### src/rtl/alu_pkg.sv
// rtl/alu_pkg.sv - shared ALU opcodes and multiply-sequencer state encoding
package alu_pkg;

    localparam logic [3:0] ALU_AND = 4'b0000;
    localparam logic [3:0] ALU_OR  = 4'b0001;
    localparam logic [3:0] ALU_ADD = 4'b0010;
    localparam logic [3:0] ALU_SUB = 4'b0110;

    typedef enum logic [1:0] {
        ST_IDLE = 2'd0,
        ST_RUN  = 2'd1,
        ST_DONE = 2'd2
    } seq_state_t;

endpackage

### src/rtl/alu_mul_seq.sv
// rtl/alu_mul_seq.sv - shift-add MUL sequencer that borrows the shared ALU adder
module alu_mul_seq
    import alu_pkg::*;
#(
    parameter int N = 32
) (
    input  logic         clk,
    input  logic         rst_n,
    input  logic         start,
    input  logic         kill,
    input  logic [N-1:0] rs1,
    input  logic [N-1:0] rs2,
    input  logic [N-1:0] alu_out,
    output logic         alu_req,
    output logic [3:0]   alu_sel,
    output logic [N-1:0] alu_a,
    output logic [N-1:0] alu_b,
    output logic         busy,
    output logic         done,
    output logic [N-1:0] product
);

    localparam int CW = $clog2(N);

    seq_state_t     state, state_nxt;
    logic [N-1:0]   acc, acc_nxt;
    logic [N-1:0]   mcand, mcand_nxt;
    logic [N-1:0]   mplier, mplier_nxt;
    logic [CW-1:0]  cnt, cnt_nxt;

    always_ff @(posedge clk or negedge rst_n) begin
        if (!rst_n) begin
            state   <= ST_IDLE;
            acc     <= '0;
            mcand   <= '0;
            mplier  <= '0;
            cnt     <= '0;
            product <= '0;
        end else begin
            state  <= state_nxt;
            acc    <= acc_nxt;
            mcand  <= mcand_nxt;
            mplier <= mplier_nxt;
            cnt    <= cnt_nxt;
            // Capture on entry to DONE so a kill in the last RUN cycle leaves product untouched
            if (state_nxt == ST_DONE) begin
                product <= acc_nxt;
            end
        end
    end

    always_comb begin
        state_nxt  = state;
        acc_nxt    = acc;
        mcand_nxt  = mcand;
        mplier_nxt = mplier;
        cnt_nxt    = cnt;
        case (state)
            ST_IDLE: begin
                if (start) begin
                    acc_nxt    = '0;
                    mcand_nxt  = rs1;
                    mplier_nxt = rs2;
                    cnt_nxt    = '0;
                    state_nxt  = (rs2 == '0) ? ST_DONE : ST_RUN;
                end
            end
            ST_RUN: begin
                if (mplier[0]) begin
                    acc_nxt = alu_out;
                end
                mcand_nxt  = mcand << 1;
                mplier_nxt = mplier >> 1;
                cnt_nxt    = cnt + 1'b1;
                if (kill) begin
                    state_nxt = ST_IDLE;
                end else if ((mplier >> 1) == '0 || cnt == CW'(N - 1)) begin
                    state_nxt = ST_DONE;
                end
            end
            ST_DONE: begin
                state_nxt = ST_IDLE;
            end
            default: begin
                state_nxt = ST_IDLE;
            end
        endcase
    end

    // ALU steering is a pure decode of registered state; only alu_out feeds back combinationally
    assign alu_req = (state == ST_RUN);
    assign alu_sel = ALU_ADD;
    assign alu_a   = alu_req ? acc   : '0;
    assign alu_b   = alu_req ? mcand : '0;
    assign busy    = (state == ST_RUN) || (state == ST_DONE);
    assign done    = (state == ST_DONE);

endmodule

### config.mk
export PLATFORM = sky130hd
export DESIGN_NAME = alu_mul_seq
export DESIGN_NICKNAME = d
export VERILOG_FILES = /design/src/rtl/alu_pkg.sv /design/src/rtl/alu_mul_seq.sv
export SDC_FILE = /design/constraint.sdc
export NUM_CORES = 1
export LEC_CHECK = 0
export CORE_ASPECT_RATIO = 1.25
export CORE_MARGIN = 2
export CORE_UTILIZATION = 25
export CTS_CLUSTER_SIZE = 16
export DETAILED_ROUTE_END_ITERATION = 7
export GPL_ROUTABILITY_DRIVEN = 0
export PLACE_DENSITY = 0.47
export SLEW_MARGIN = 5
export SYNTH_ARGS = -nofsm -noshare
export SYNTH_HDL_FRONTEND = slang
export SYNTH_SLANG_ARGS = --single-unit
export TNS_END_PERCENT = 30
### constraint.sdc
create_clock -name clk -period 2.59 [get_ports clk]
set_input_delay 0.518 -clock clk [delete_from_list [all_inputs] [get_ports clk]]
set_output_delay 0.518 -clock clk [all_outputs]
set_load 0.1 [all_outputs]
==> summary.md <==
| Metric | Value |
|---|---|
| Total CTS buffers | `17` |
| Critical Path Max Stage Delay | `0.46 ns` |
| Fillcell total | `2,369` |
| Sw frac | `just under 50%` |
| DRC Markers | `0` |
| Synth-to-Final Area Change | `61.97%` |
| Headroom to the max-slew limit | `61.07%` |
| Worst hold path type | `reg -> reg` |
| DR pass1 iterations | `4` |
| Slowest-stage cell, CP | `clkdlybuf4s50_1` |
| Yosys reg bits | `135` |
| Period utilisation layout | `95.72%` |
| Worst IR Drop VDD | `565.1 uV` |
| Starting Density | `between 20% and 30%` |
| DRT iter0 DRCs | `191` |
| Status | `finished clean` |
| Placed insts | `1,097` |
| Hpwl dp | `13,310 um` |
| Fin area | `approximately 10,000 um2` |
| Post-synthesis sequential area ratio | `between 50% and 60%` |
| Internal Power | `7.544 mW` |
| Post-DRT Antenna Nets | `0` |
| Area leader, netlist | `dfrtp_1` |
| Post-layout minimum cycle time | `2.479 ns` |
| Cells after Synth | `slightly below 600` |
| CP startpoint kind | `input pin` |
| Pwr dens | `1435 nW/um2` |
| Total gr overflow | `0` |
| WL final | `19,140 um` |
| Fin. Hold Viols | `0` |
| Worst slack, placed | `-0.6541 ns` |
| Pleak | `4.458 nW` |
| Clock tree buffer depth | `2` |
| Critical path type | `in -> reg` |
| Max_cap viols | `0` |
| Clock network power share | `17.4%` |
| Htree depth | `4` |
| Post-Layout Cell Count | `roughly 1,100` |
| Worst endpoint required time | `2.89 ns` |
| Unique masters post-synth | `31` |
| WP data arrival | `2.78 ns` |
| Die height | `between 150 and 200 um` |
| CTS tree | `built` |
| I/O Buffers | `198` |
| Syn avg cell area | `about 11 um2` |
| Initial antenna violation count | `0` |
| Setup violations, final | `0` |
| Top post-synthesis cells by area | `dfrtp_1 (54%), and2_1 (6.3%), o22ai_1 (6.0%), mux2_2 (5.6%), mux2i_1 (5.0%)` |
| DIE WIDTH | `145.3 um` |
| Post-DP Area | `9408 um2` |
| TNS Setup | `0 ns` |
| Final WS setup | `0.1110 ns` |
| Worst-path fanout max | `8` |
| Clock Latency Late Sink | `0.42 ns` |
| I/O pins | `203` |
| WHS | `0.4753 ns` |
| Wirelength per Cell | `roughly 17 um` |
| Core Area | `24,500 um2` |
| Max Fclk | `0.4034 GHz` |
| ANT cells | `0` |
| RSZ-0062 raised after global routing | `no` |
| Reg clk slew, reported paths | `0.06 ns` |
| Kind of end point of the critical path | `flip-flop` |
| Comb power frac | `59.7%` |
| CTS Root Cell | `clkbuf_16` |
| Clk sinks | `roughly 140` |
| Ratio of cells with drive above 1 in the final layout | `30.42%` |
| Cell Rows | `64` |
| Total number of vias | `about 5,200` |
| Largest net degree at the start of global routing | `80` |
| Nets | `894` |
| First-pass GRT wire length | `around 31,000 um` |
| Switching power | `6.965 mW` |
| Vias per cell | `4.634` |
| Global Route Usage Sum | `14.75%` |
| Vias in the first global route | `roughly 5,800` |
| Sequential power share | `22.9%` |
| Post-CTS setup buffers | `0` |
| Top-area cell type share of the netlist area | `54.13%` |
| Slew Limit Fails | `0` |
| Skew final | `about 0.011 ns` |
| Yosys warns | `0` |
| Worst-Margin Slew | `0.5840 ns` |
| Post-Syn Area | `6241 um2` |
| Critical path, cell by cell | `clkdlybuf4s50_1, nor4_4, buf_4, nand4_1, nor3_4, o21ai_2, a21oi_4, clkbuf_16, mux2_2` |
| Full die area | `26,250 um2` |
layout by cell type, fill, tap and decap left out, types with 32 or more instances in the layout:
master,count
dfrtp_1,135
buf_12,69
o21ai_0,43
buf_4,67
nand2_1,42
a21oi_1,32
clkdlybuf4s50_1,97
a22o_1,32
o22ai_1,60
power by group through the flow:
stage	Combinational [mW]	Clock, mW	Sequential [mW]
finish	8.66	2.53	3.32
global route	9.15	2.71	3.42
CTS	8.75	2.61	3.32
detailed placement	8.74	0	3.35
global placement	8.65	0	3.33
floorplan	5.84	0	3.19
registers in the layout, indices dropped and copies added, names as in the netlist:
| signal | cells |
|---|---|
| mcand | 32 |
| acc | 32 |
| mplier | 32 |
| cnt | 5 |
| product | 32 |
| state | 2 |
cell usage after synthesis:
cell type and n:
dfrtp_1 135, and2_1 63, o22ai_1 60, o21ai_0 45
nand2_1 42, clkbuf_1 37, a21oi_1 32, a22o_1 32
mux2_2 31, mux2i_1 31, nor4_1 14, inv_1 7
nor2_1 6, buf_1 5, ha_1 5, nor3_1 5
buf_4 4, nand3_1 4, nand4_1 4, buf_6 3
and3_1 2, conb_1 2, nand2b_1 2, o2bb2ai_1 2
a21o_1 1, a21oi_4 1, buf_2 1, mux2_1 1
nand3b_1 1, nor4b_2 1, o21a_1 1
per-layer routing:
| layer | track usage [%] | vias to the layer above | share of wire, % |
|---|---|---|---|
| met1 | 16.69 | 2567 | 41 |
| li1 | - | 2523 | - |
| met3 | 4.000 | 18 | 4.7 |
| met5 | 0 | - | 0 |
| met2 | 27.15 | 138 | 54 |
| met4 | 4.118 | 0 | 1.3 |
cell type report:
class / instances / area (um2) / share of cell area (%)
Clock buffer: 17 / 425.4 / 4.208
Clock inverter: 15 / 192.7 / 1.906
Inverter: 7 / 26.28 / 0.2599
Multi-Input combinational cell: 390 / 2748 / 27.18
Sequential cell: 135 / 3378 / 33.42
Tap cell: 330 / 412.9 / 4.085
Timing Repair Buffer: 238 / 2925 / 28.94
worst paths after layout:
path,slack (ns),cells past startpoint,endpoint,startpoint
setup / recovery,0.11,9,product[26],rs2[2]
hold reg to reg,0.48,2,mcand[31],mcand[31]
hold / removal,0.48,2,mcand[31],mcand[31]
max in group asynchronous,1.31,3,mplier[31],rst_n
setup reg to reg,0.23,7,product[26],mplier[20]
min in group asynchronous,0.55,2,acc[2],rst_n
timing repair:
item / in CTS / in global routing
hold endpoints to repair: 28 / 0
gates cloned: 0 / 2
pin swaps: 0 / 3
gates resized for setup: 5 / 4
hold buffers: 1 / 0
endpoints found under the setup margin: 32 / 32
metrics by stage:
stage	power, mW	util (%)
floorplan	9.032	-
detailed placement	12.09	38.39
finish	14.51	41.25
CTS	14.69	41.04
global placement	11.98	38.39
global route	15.28	41.25
worst max-delay path: cells and delay by family:
family          cells  cell delay [ns]
compound gates      2             0.40
buf+inv             3             0.84
mux                 1             0.33
simple gates        3             0.68
cells by family (layout without fill, tap and decap cells):
logic type | after synthesis | after routing | share of synthesized area [%]
adder cells (fa/ha/maj) | 5 | 5 | 1.002
other | 2 | 4 | 0.1203
AND/OR/NAND/NOR | 144 | 144 | 12.49
AO/OA/AOI/OAI | 174 | 174 | 17.46
buffers and inverters | 57 | 277 | 4.050
multiplexers | 63 | 63 | 10.75
flip-flops | 135 | 135 | 54.13
(Power assumes the default switching activity.)
